### config.mk
export PLATFORM = sky130hd
export DESIGN_NAME = phy_link_ctrl_flat
export DESIGN_NICKNAME = d
export VERILOG_FILES = /design/src/rtl/phy_link_ctrl_if.sv /design/src/rtl/phy_link_ctrl.sv /design/src/flat_wrapper.sv
export SDC_FILE = /design/constraint.sdc
export NUM_CORES = 1
export LEC_CHECK = 0
export CORE_AREA = 2 2 78 65
export DETAILED_ROUTE_END_ITERATION = 12
export DIE_AREA = 0 0 80 67
export PLACE_DENSITY_LB_ADDON = 0.08
export SYNTH_ARGS = -nofsm -noshare
export SYNTH_HDL_FRONTEND = slang
export SYNTH_SLANG_ARGS = --single-unit
### constraint.sdc
create_clock -name IN_CLK_250KHz -period 5.4 [get_ports IN_CLK_250KHz]
set_input_delay 1.08 -clock IN_CLK_250KHz [delete_from_list [all_inputs] [get_ports IN_CLK_250KHz]]
set_output_delay 1.08 -clock IN_CLK_250KHz [all_outputs]
set_load 0.005 [all_outputs]
### src/rtl/phy_link_ctrl_if.sv
// Upper-layer payload handshake and p2s transmitter bus of phy_link_ctrl.
// master = upper layer / driver, slave = the link controller.
interface phy_link_ctrl_if;
  logic       IN_ENB;
  logic [7:0] IN_LANE3;
  logic [7:0] IN_LANE2;
  logic [7:0] IN_LANE1;
  logic [7:0] IN_LANE0;
  logic       IN_VALID;
  logic       OUT_READY;
  logic [7:0] OUT_LANE3;
  logic [7:0] OUT_LANE2;
  logic [7:0] OUT_LANE1;
  logic [7:0] OUT_LANE0;
  logic [2:0] OUT_CTR;
  logic       OUT_ENB;
  logic       OUT_VALID;
  logic       OUT_LINK_UP;

  modport master (
    output IN_ENB, IN_LANE3, IN_LANE2, IN_LANE1, IN_LANE0, IN_VALID,
    input  OUT_READY, OUT_LANE3, OUT_LANE2, OUT_LANE1, OUT_LANE0,
    input  OUT_CTR, OUT_ENB, OUT_VALID, OUT_LINK_UP
  );

  modport slave (
    input  IN_ENB, IN_LANE3, IN_LANE2, IN_LANE1, IN_LANE0, IN_VALID,
    output OUT_READY, OUT_LANE3, OUT_LANE2, OUT_LANE1, OUT_LANE0,
    output OUT_CTR, OUT_ENB, OUT_VALID, OUT_LINK_UP
  );
endinterface

### src/rtl/phy_link_ctrl.sv
// Four-lane PHY link controller: training, idle/data framing and periodic SKP insertion.
// Optional SKP insertion enabled by defining PHY_LINK_SKP_EN.
module phy_link_ctrl #(
  parameter int TRAIN_LEN    = 16,
  parameter int SKP_INTERVAL = 64
) (
  input  logic           IN_CLK_250KHz,
  input  logic           IN_RESET,
  phy_link_ctrl_if.slave bus
);

  localparam logic [2:0] ST_OFF   = 3'd0;
  localparam logic [2:0] ST_TRAIN = 3'd1;
  localparam logic [2:0] ST_IDLE  = 3'd2;
  localparam logic [2:0] ST_DATA  = 3'd3;
  localparam logic [2:0] ST_SKP   = 3'd4;

  localparam logic [2:0] CTR_DATA = 3'b000;
  localparam logic [2:0] CTR_COM  = 3'b001;
  localparam logic [2:0] CTR_SKP  = 3'b010;
  localparam logic [2:0] CTR_IDLE = 3'b011;
  localparam logic [2:0] CTR_TS   = 3'b100;

  localparam logic [7:0] TRAIN_LAST = 8'(TRAIN_LEN - 1);

  if (TRAIN_LEN < 2 || TRAIN_LEN > 255) begin : g_bad_train_len
    $error("phy_link_ctrl: TRAIN_LEN out of range 2..255");
  end
  if (SKP_INTERVAL < 8 || SKP_INTERVAL > 255) begin : g_bad_skp_interval
    $error("phy_link_ctrl: SKP_INTERVAL out of range 8..255");
  end

  logic [2:0] r_state;
  logic [7:0] r_train_cnt;
  logic [1:0] r_skp_phase;
  logic [7:0] r_lane3, r_lane2, r_lane1, r_lane0;
  logic [2:0] r_ctr;
  logic       r_enb, r_valid, r_ready, r_link_up;

  logic [2:0] w_nxt_state;
  logic [7:0] w_nxt_train;
  logic [1:0] w_nxt_phase;
  logic [7:0] w_nxt_lane3, w_nxt_lane2, w_nxt_lane1, w_nxt_lane0;
  logic [2:0] w_nxt_ctr;
  logic       w_nxt_enb, w_nxt_valid, w_nxt_ready, w_nxt_link_up;
  logic       w_xfer;
  logic       w_skp_hit;
  logic       w_nxt_skp_hit;

  assign w_xfer = bus.IN_VALID & r_ready;

`ifdef PHY_LINK_SKP_EN
  localparam logic [7:0] SKP_LAST = 8'(SKP_INTERVAL - 1);

  logic [7:0] r_skp_cnt;
  logic [7:0] w_nxt_skp;

  // Counter runs only while staying in IDLE/DATA; any other path restarts it at 0.
  always_comb begin
    w_nxt_skp = 8'd0;
    if ((r_state == ST_IDLE || r_state == ST_DATA) &&
        (w_nxt_state == ST_IDLE || w_nxt_state == ST_DATA)) begin
      w_nxt_skp = r_skp_cnt + 8'd1;
    end else begin
      w_nxt_skp = 8'd0;
    end
  end

  assign w_skp_hit     = (r_skp_cnt == SKP_LAST);
  assign w_nxt_skp_hit = (w_nxt_skp == SKP_LAST);

  // SKP interval counter register.
  always_ff @(posedge IN_CLK_250KHz) begin
    if (IN_RESET) begin
      r_skp_cnt <= 8'd0;
    end else begin
      r_skp_cnt <= w_nxt_skp;
    end
  end
`else
  assign w_skp_hit     = 1'b0;
  assign w_nxt_skp_hit = 1'b0;
`endif

  // Next-state logic; dropping IN_ENB wins over everything but reset.
  always_comb begin
    w_nxt_state = r_state;
    w_nxt_train = r_train_cnt;
    w_nxt_phase = r_skp_phase;
    if (!bus.IN_ENB) begin
      w_nxt_state = ST_OFF;
      w_nxt_train = 8'd0;
      w_nxt_phase = 2'd0;
    end else begin
      case (r_state)
        ST_OFF: begin
          w_nxt_state = ST_TRAIN;
          w_nxt_train = 8'd0;
        end
        ST_TRAIN: begin
          if (r_train_cnt == TRAIN_LAST) begin
            w_nxt_state = ST_IDLE;
            w_nxt_train = 8'd0;
          end else begin
            w_nxt_train = r_train_cnt + 8'd1;
          end
        end
        ST_IDLE, ST_DATA: begin
          if (w_skp_hit) begin
            w_nxt_state = ST_SKP;
            w_nxt_phase = 2'd0;
          end else if (w_xfer) begin
            w_nxt_state = ST_DATA;
          end else begin
            w_nxt_state = ST_IDLE;
          end
        end
        ST_SKP: begin
          if (r_skp_phase == 2'd3) begin
            w_nxt_state = ST_IDLE;
            w_nxt_phase = 2'd0;
          end else begin
            w_nxt_phase = r_skp_phase + 2'd1;
          end
        end
        default: begin
          w_nxt_state = ST_OFF;
          w_nxt_train = 8'd0;
          w_nxt_phase = 2'd0;
        end
      endcase
    end
  end

  // Output values for the upcoming state, so every output comes straight from a flop.
  always_comb begin
    w_nxt_lane3   = 8'h00;
    w_nxt_lane2   = 8'h00;
    w_nxt_lane1   = 8'h00;
    w_nxt_lane0   = 8'h00;
    w_nxt_ctr     = CTR_IDLE;
    w_nxt_enb     = 1'b0;
    w_nxt_valid   = 1'b0;
    w_nxt_ready   = 1'b0;
    w_nxt_link_up = 1'b0;
    case (w_nxt_state)
      ST_OFF: begin
        w_nxt_ctr = CTR_IDLE;
      end
      ST_TRAIN: begin
        w_nxt_enb = 1'b1;
        if (w_nxt_train == 8'd0) begin
          {w_nxt_lane3, w_nxt_lane2, w_nxt_lane1, w_nxt_lane0} = {4{8'hBC}};
          w_nxt_ctr = CTR_COM;
        end else begin
          {w_nxt_lane3, w_nxt_lane2, w_nxt_lane1, w_nxt_lane0} = {4{8'h4A}};
          w_nxt_ctr = CTR_TS;
        end
      end
      ST_IDLE: begin
        w_nxt_enb     = 1'b1;
        w_nxt_link_up = 1'b1;
        w_nxt_ready   = ~w_nxt_skp_hit;
      end
      ST_DATA: begin
        w_nxt_lane3   = bus.IN_LANE3;
        w_nxt_lane2   = bus.IN_LANE2;
        w_nxt_lane1   = bus.IN_LANE1;
        w_nxt_lane0   = bus.IN_LANE0;
        w_nxt_ctr     = CTR_DATA;
        w_nxt_enb     = 1'b1;
        w_nxt_valid   = 1'b1;
        w_nxt_link_up = 1'b1;
        w_nxt_ready   = ~w_nxt_skp_hit;
      end
      ST_SKP: begin
        w_nxt_enb     = 1'b1;
        w_nxt_link_up = 1'b1;
        if (w_nxt_phase == 2'd0) begin
          {w_nxt_lane3, w_nxt_lane2, w_nxt_lane1, w_nxt_lane0} = {4{8'hBC}};
          w_nxt_ctr = CTR_COM;
        end else begin
          {w_nxt_lane3, w_nxt_lane2, w_nxt_lane1, w_nxt_lane0} = {4{8'h1C}};
          w_nxt_ctr = CTR_SKP;
        end
      end
      default: begin
        w_nxt_ctr = CTR_IDLE;
      end
    endcase
  end

  // State, counters and registered outputs.
  always_ff @(posedge IN_CLK_250KHz) begin
    if (IN_RESET) begin
      r_state     <= ST_OFF;
      r_train_cnt <= 8'd0;
      r_skp_phase <= 2'd0;
      r_lane3     <= 8'h00;
      r_lane2     <= 8'h00;
      r_lane1     <= 8'h00;
      r_lane0     <= 8'h00;
      r_ctr       <= CTR_IDLE;
      r_enb       <= 1'b0;
      r_valid     <= 1'b0;
      r_ready     <= 1'b0;
      r_link_up   <= 1'b0;
    end else begin
      r_state     <= w_nxt_state;
      r_train_cnt <= w_nxt_train;
      r_skp_phase <= w_nxt_phase;
      r_lane3     <= w_nxt_lane3;
      r_lane2     <= w_nxt_lane2;
      r_lane1     <= w_nxt_lane1;
      r_lane0     <= w_nxt_lane0;
      r_ctr       <= w_nxt_ctr;
      r_enb       <= w_nxt_enb;
      r_valid     <= w_nxt_valid;
      r_ready     <= w_nxt_ready;
      r_link_up   <= w_nxt_link_up;
    end
  end

  assign bus.OUT_LANE3   = r_lane3;
  assign bus.OUT_LANE2   = r_lane2;
  assign bus.OUT_LANE1   = r_lane1;
  assign bus.OUT_LANE0   = r_lane0;
  assign bus.OUT_CTR     = r_ctr;
  assign bus.OUT_ENB     = r_enb;
  assign bus.OUT_VALID   = r_valid;
  assign bus.OUT_READY   = r_ready;
  assign bus.OUT_LINK_UP = r_link_up;

endmodule

### src/flat_wrapper.sv
// flat-port wrapper written by rule: the top's interface ports become plain ports
module phy_link_ctrl_flat 
#(
  parameter int TRAIN_LEN    = 16,
  parameter int SKP_INTERVAL = 64
)
  (IN_CLK_250KHz, IN_RESET, bus_IN_ENB, bus_IN_LANE3, bus_IN_LANE2, bus_IN_LANE1, bus_IN_LANE0, bus_IN_VALID, bus_OUT_READY, bus_OUT_LANE3, bus_OUT_LANE2, bus_OUT_LANE1, bus_OUT_LANE0, bus_OUT_CTR, bus_OUT_ENB, bus_OUT_VALID, bus_OUT_LINK_UP);
  phy_link_ctrl_if bus_i ();
  input  logic IN_CLK_250KHz;
  input  logic IN_RESET;
  input wire logic [$bits(bus_i.IN_ENB)-1:0] bus_IN_ENB;
  input wire logic [$bits(bus_i.IN_LANE3)-1:0] bus_IN_LANE3;
  input wire logic [$bits(bus_i.IN_LANE2)-1:0] bus_IN_LANE2;
  input wire logic [$bits(bus_i.IN_LANE1)-1:0] bus_IN_LANE1;
  input wire logic [$bits(bus_i.IN_LANE0)-1:0] bus_IN_LANE0;
  input wire logic [$bits(bus_i.IN_VALID)-1:0] bus_IN_VALID;
  output wire logic [$bits(bus_i.OUT_READY)-1:0] bus_OUT_READY;
  output wire logic [$bits(bus_i.OUT_LANE3)-1:0] bus_OUT_LANE3;
  output wire logic [$bits(bus_i.OUT_LANE2)-1:0] bus_OUT_LANE2;
  output wire logic [$bits(bus_i.OUT_LANE1)-1:0] bus_OUT_LANE1;
  output wire logic [$bits(bus_i.OUT_LANE0)-1:0] bus_OUT_LANE0;
  output wire logic [$bits(bus_i.OUT_CTR)-1:0] bus_OUT_CTR;
  output wire logic [$bits(bus_i.OUT_ENB)-1:0] bus_OUT_ENB;
  output wire logic [$bits(bus_i.OUT_VALID)-1:0] bus_OUT_VALID;
  output wire logic [$bits(bus_i.OUT_LINK_UP)-1:0] bus_OUT_LINK_UP;
  assign bus_i.IN_ENB = bus_IN_ENB;
  assign bus_i.IN_LANE3 = bus_IN_LANE3;
  assign bus_i.IN_LANE2 = bus_IN_LANE2;
  assign bus_i.IN_LANE1 = bus_IN_LANE1;
  assign bus_i.IN_LANE0 = bus_IN_LANE0;
  assign bus_i.IN_VALID = bus_IN_VALID;
  assign bus_OUT_READY = bus_i.OUT_READY;
  assign bus_OUT_LANE3 = bus_i.OUT_LANE3;
  assign bus_OUT_LANE2 = bus_i.OUT_LANE2;
  assign bus_OUT_LANE1 = bus_i.OUT_LANE1;
  assign bus_OUT_LANE0 = bus_i.OUT_LANE0;
  assign bus_OUT_CTR = bus_i.OUT_CTR;
  assign bus_OUT_ENB = bus_i.OUT_ENB;
  assign bus_OUT_VALID = bus_i.OUT_VALID;
  assign bus_OUT_LINK_UP = bus_i.OUT_LINK_UP;
  phy_link_ctrl #(.TRAIN_LEN(TRAIN_LEN), .SKP_INTERVAL(SKP_INTERVAL)) u_core (.IN_CLK_250KHz(IN_CLK_250KHz), .IN_RESET(IN_RESET), .bus(bus_i));
endmodule
==> flow_summary.yaml <==
setup_path:
  crit_slowest_cell: "clkdlybuf4s50_1"
  endpoint_kind: "register"
  arrival_ps: 3300
  critPathMaxFanout: 16
  crit_type: "in2reg"
  required_ps: 5630
  crit_chain: "clkdlybuf4s50_1, and4bb_2, a21oi_2, a311oi_1, nor4b_2, nand3_2, nand3_1"
  start_kind: "input pin"
  cp_slowest_stage_delay_ps: 540
pwr:
  power_frac_clock_pct: 35.1
  power.total_uw: 724
  switching_share_pct: 20.0
  peakVddDrop_mv: 0.279
  p_comb_share_pct: 9.8
  p_int_uw: 580
  p_per_area_nw_per_um2: 246
  p_leak_uw: 0.00121
  power.switching_uw: 145
  power_frac_seq_pct: 55.0
clock_tree:
  cts_buffers: 5
  cts_tree: "built"
  cts.htree.levels: 2
  ctsLongestPathBuffers: 2
  cts.clk_slew.worst_paths_ps: 90
  clock-sinks: 52
  cts.repair.resized: 0
  postCtsHoldBufs: 0
  root_buffer: "clkbuf_8"
  clk_latency_ps: 290
  postCtsSetupBuffers: 0
route:
  wire_per_inst_um: 14.8
  viasPerCell: 5.21
  firstDrtPassIters: 5
  drtIter0Drc: 186
  totalWireLength_um: 5170
  drc: 0
  ant_nets: 0
  vias: 1820
place:
  hpwlAfterDp_um: 3810
  portBuffers: 74
  gp_congestion: 0.869
  dpl_cell_area_um2: 2830
sta:
  setup_tns_ps: 0
  slew_violations: 0
  fin_crit_ps: 3070
  fmax_ghz: 0.326
  hold_viol_final: 0
  finalCritPeriodShare_pct: 56.8
  setup_viol: 0
  skew_ps: 3.41
  slew_headroom_pct: 30.5
  max_slew.worst_pin.slew_ps: 1040
  rsz0062_at_grt: "false"
status:
  status: "finished, final reports clean"
hold_path:
  hp-class: "reg2reg"
grt:
  grt_pass1_wl_um: 8410
  antenna_found_initial: 0
  grt_pass1_vias: 1753
  grt_max_degree: 30
  grt-ovfl-total: 0
  grt_use_total_pct: 20.2
synthesis:
  synth_edf_count: 0
  synthMuxAreaShare_pct: 0
  synth-xor-area-share_pct: 0
  ys_types: 52
  yosys_register_bits: 52
  synth-adder-area-share_pct: 1.20
  syn_area_per_cell_um2: 9.47
  synth_simple_gate_area_share_pct: 27.0
  syn-cell-area_um2: 2080
  async_reset_ff_share_pct: 0
  synth_seq_area_share_pct: 50.0
  synth_top_family_by_area: "simple AND/OR/NAND/NOR gates"
  synth-main-ff-cell: "dfxtp_1"
  syn_inst: 220
  yosysWarnings: 0
  synth-compound-area-share_pct: 17.1
  syn-num-nets: 258
floorplan:
  die_x_um: 80
  io_pins: 75
  rows: 22
  die_h_um: 67
  die_area_um2: 5360
  coreArea_um2: 4510
  initial_core_util_pct: 46.1
flow_run:
  drv_cap: 0
finish:
  seq_area_um2: 1040
  final_util_pct: 65.1
  multiInputGateArea_um2: 946
  mostFrequentLayoutCell: "clkdlybuf4s50_1"
  final_layout_size_suffix_gt1_share_pct: 7.96
  final_cell_mix: "clkdlybuf4s50_1 (74), dfxtp_1 (52), nand2_1 (26)"
  syn_to_final_growth_pct: 41.1
  final_area_um2: 2940
  fill_cells: 391
  antenna_cells: 0
  nets: 326
## flip-flops by register name, summed over array words and instances, names as in the netlist
| register | cells |
|---|---|
| u_core.bus.OUT_VALID | 1 |
| u_core.bus.OUT_LANE2 | 8 |
| u_core.bus.OUT_LANE1 | 8 |
| u_core.bus.OUT_READY | 1 |
| u_core.r_skp_phase | 2 |
| u_core.r_train_cnt | 8 |
| u_core.r_state | 3 |
| u_core.bus.OUT_LANE0 | 8 |
| u_core.bus.OUT_LINK_UP | 1 |
| u_core.bus.OUT_CTR | 3 |
| u_core.bus.OUT_ENB | 1 |
| u_core.bus.OUT_LANE3 | 8 |
## per-stage QoR
step	instances	worst slack (ps)	hold WS (ps)
2_1_floorplan	220	2670	490
4_1_cts	349	2330	530
3_5_place_dp	341	2040	513
3_3_place_gp	341	2070	523
6_report	349	2330	532
5_1_grt	349	2090	560
## cells by family (layout without fill, tap and decap cells)
group                      count (synthesis)  after routing
adders and majority gates                  2              2
AOI/OAI and AO/OA                         47             47
and+or+nand+nor                           98             98
buffers and inverters                     21             90
DFF                                       52             52
## Yosys cell counts (3+ instances only)
cell type,number,area share (%)
o21ai_0,7,1.7
nor2b_1,6,1.8
clkbuf_1,6,1.1
a21o_1,9,3.2
nor2_1,10,1.8
nand3_1,20,4.8
inv_1,8,1.4
nor3b_1,3,1.1
nand2_1,26,4.7
a21oi_1,9,2.2
o211ai_1,3,1.1
and2_1,5,1.5
nand2b_1,3,0.90
or2_2,3,0.90
buf_2,3,0.72
dfxtp_1,52,50
## cell type report
type                       count  share of cell area [%]
multi-input combinational    147                    32.2
inverter                       8                    1.02
clock buffer                   6                    2.47
sequential                    52                    35.4
tap                           60                    2.55
clock inverter                 2                    1.19
timing repair buffer          74                    25.2
## critical path: cells and delay by family
family / cells / cell delay [ps]
AOI/OAI and AO/OA: 2 / 370
buffers and inverters: 1 / 540
and+or+nand+nor: 4 / 1320
## final timing paths
check	to	depth (start not counted)	slack (ps)	startpoint
max	u_core.bus.OUT_LANE2[7]$_SDFF_PP0_	7	2330	bus_IN_ENB
min	u_core.r_state[0]$_SDFF_PP0_	2	530	u_core.bus.OUT_READY$_SDFF_PP0_
max reg2reg	u_core.bus.OUT_LANE2[7]$_SDFF_PP0_	6	2870	u_core.r_state[2]$_SDFF_PP0_
min reg2reg	u_core.r_state[0]$_SDFF_PP0_	2	530	u_core.bus.OUT_READY$_SDFF_PP0_
## metal layers
metal,vias to the layer above,wire length [µm],global-route usage [%]
met1,830,2510,28.6
li1,914,-,-
met2,74,2210,29.7
met5,-,0,0
met4,0,22,4.66
met3,2,420,6.64
## power by group through the flow
stage               clock (µW)  combinational (µW)  sequential, µW
floorplan                    0                19.3             408
global placement             0                70.3             408
detailed placement           0                70.9             408
CTS                        260                71.5             399
global route               276                77.1             400
finish                     254                71.2             399
Note: power is estimated with default switching activity, not from simulation.
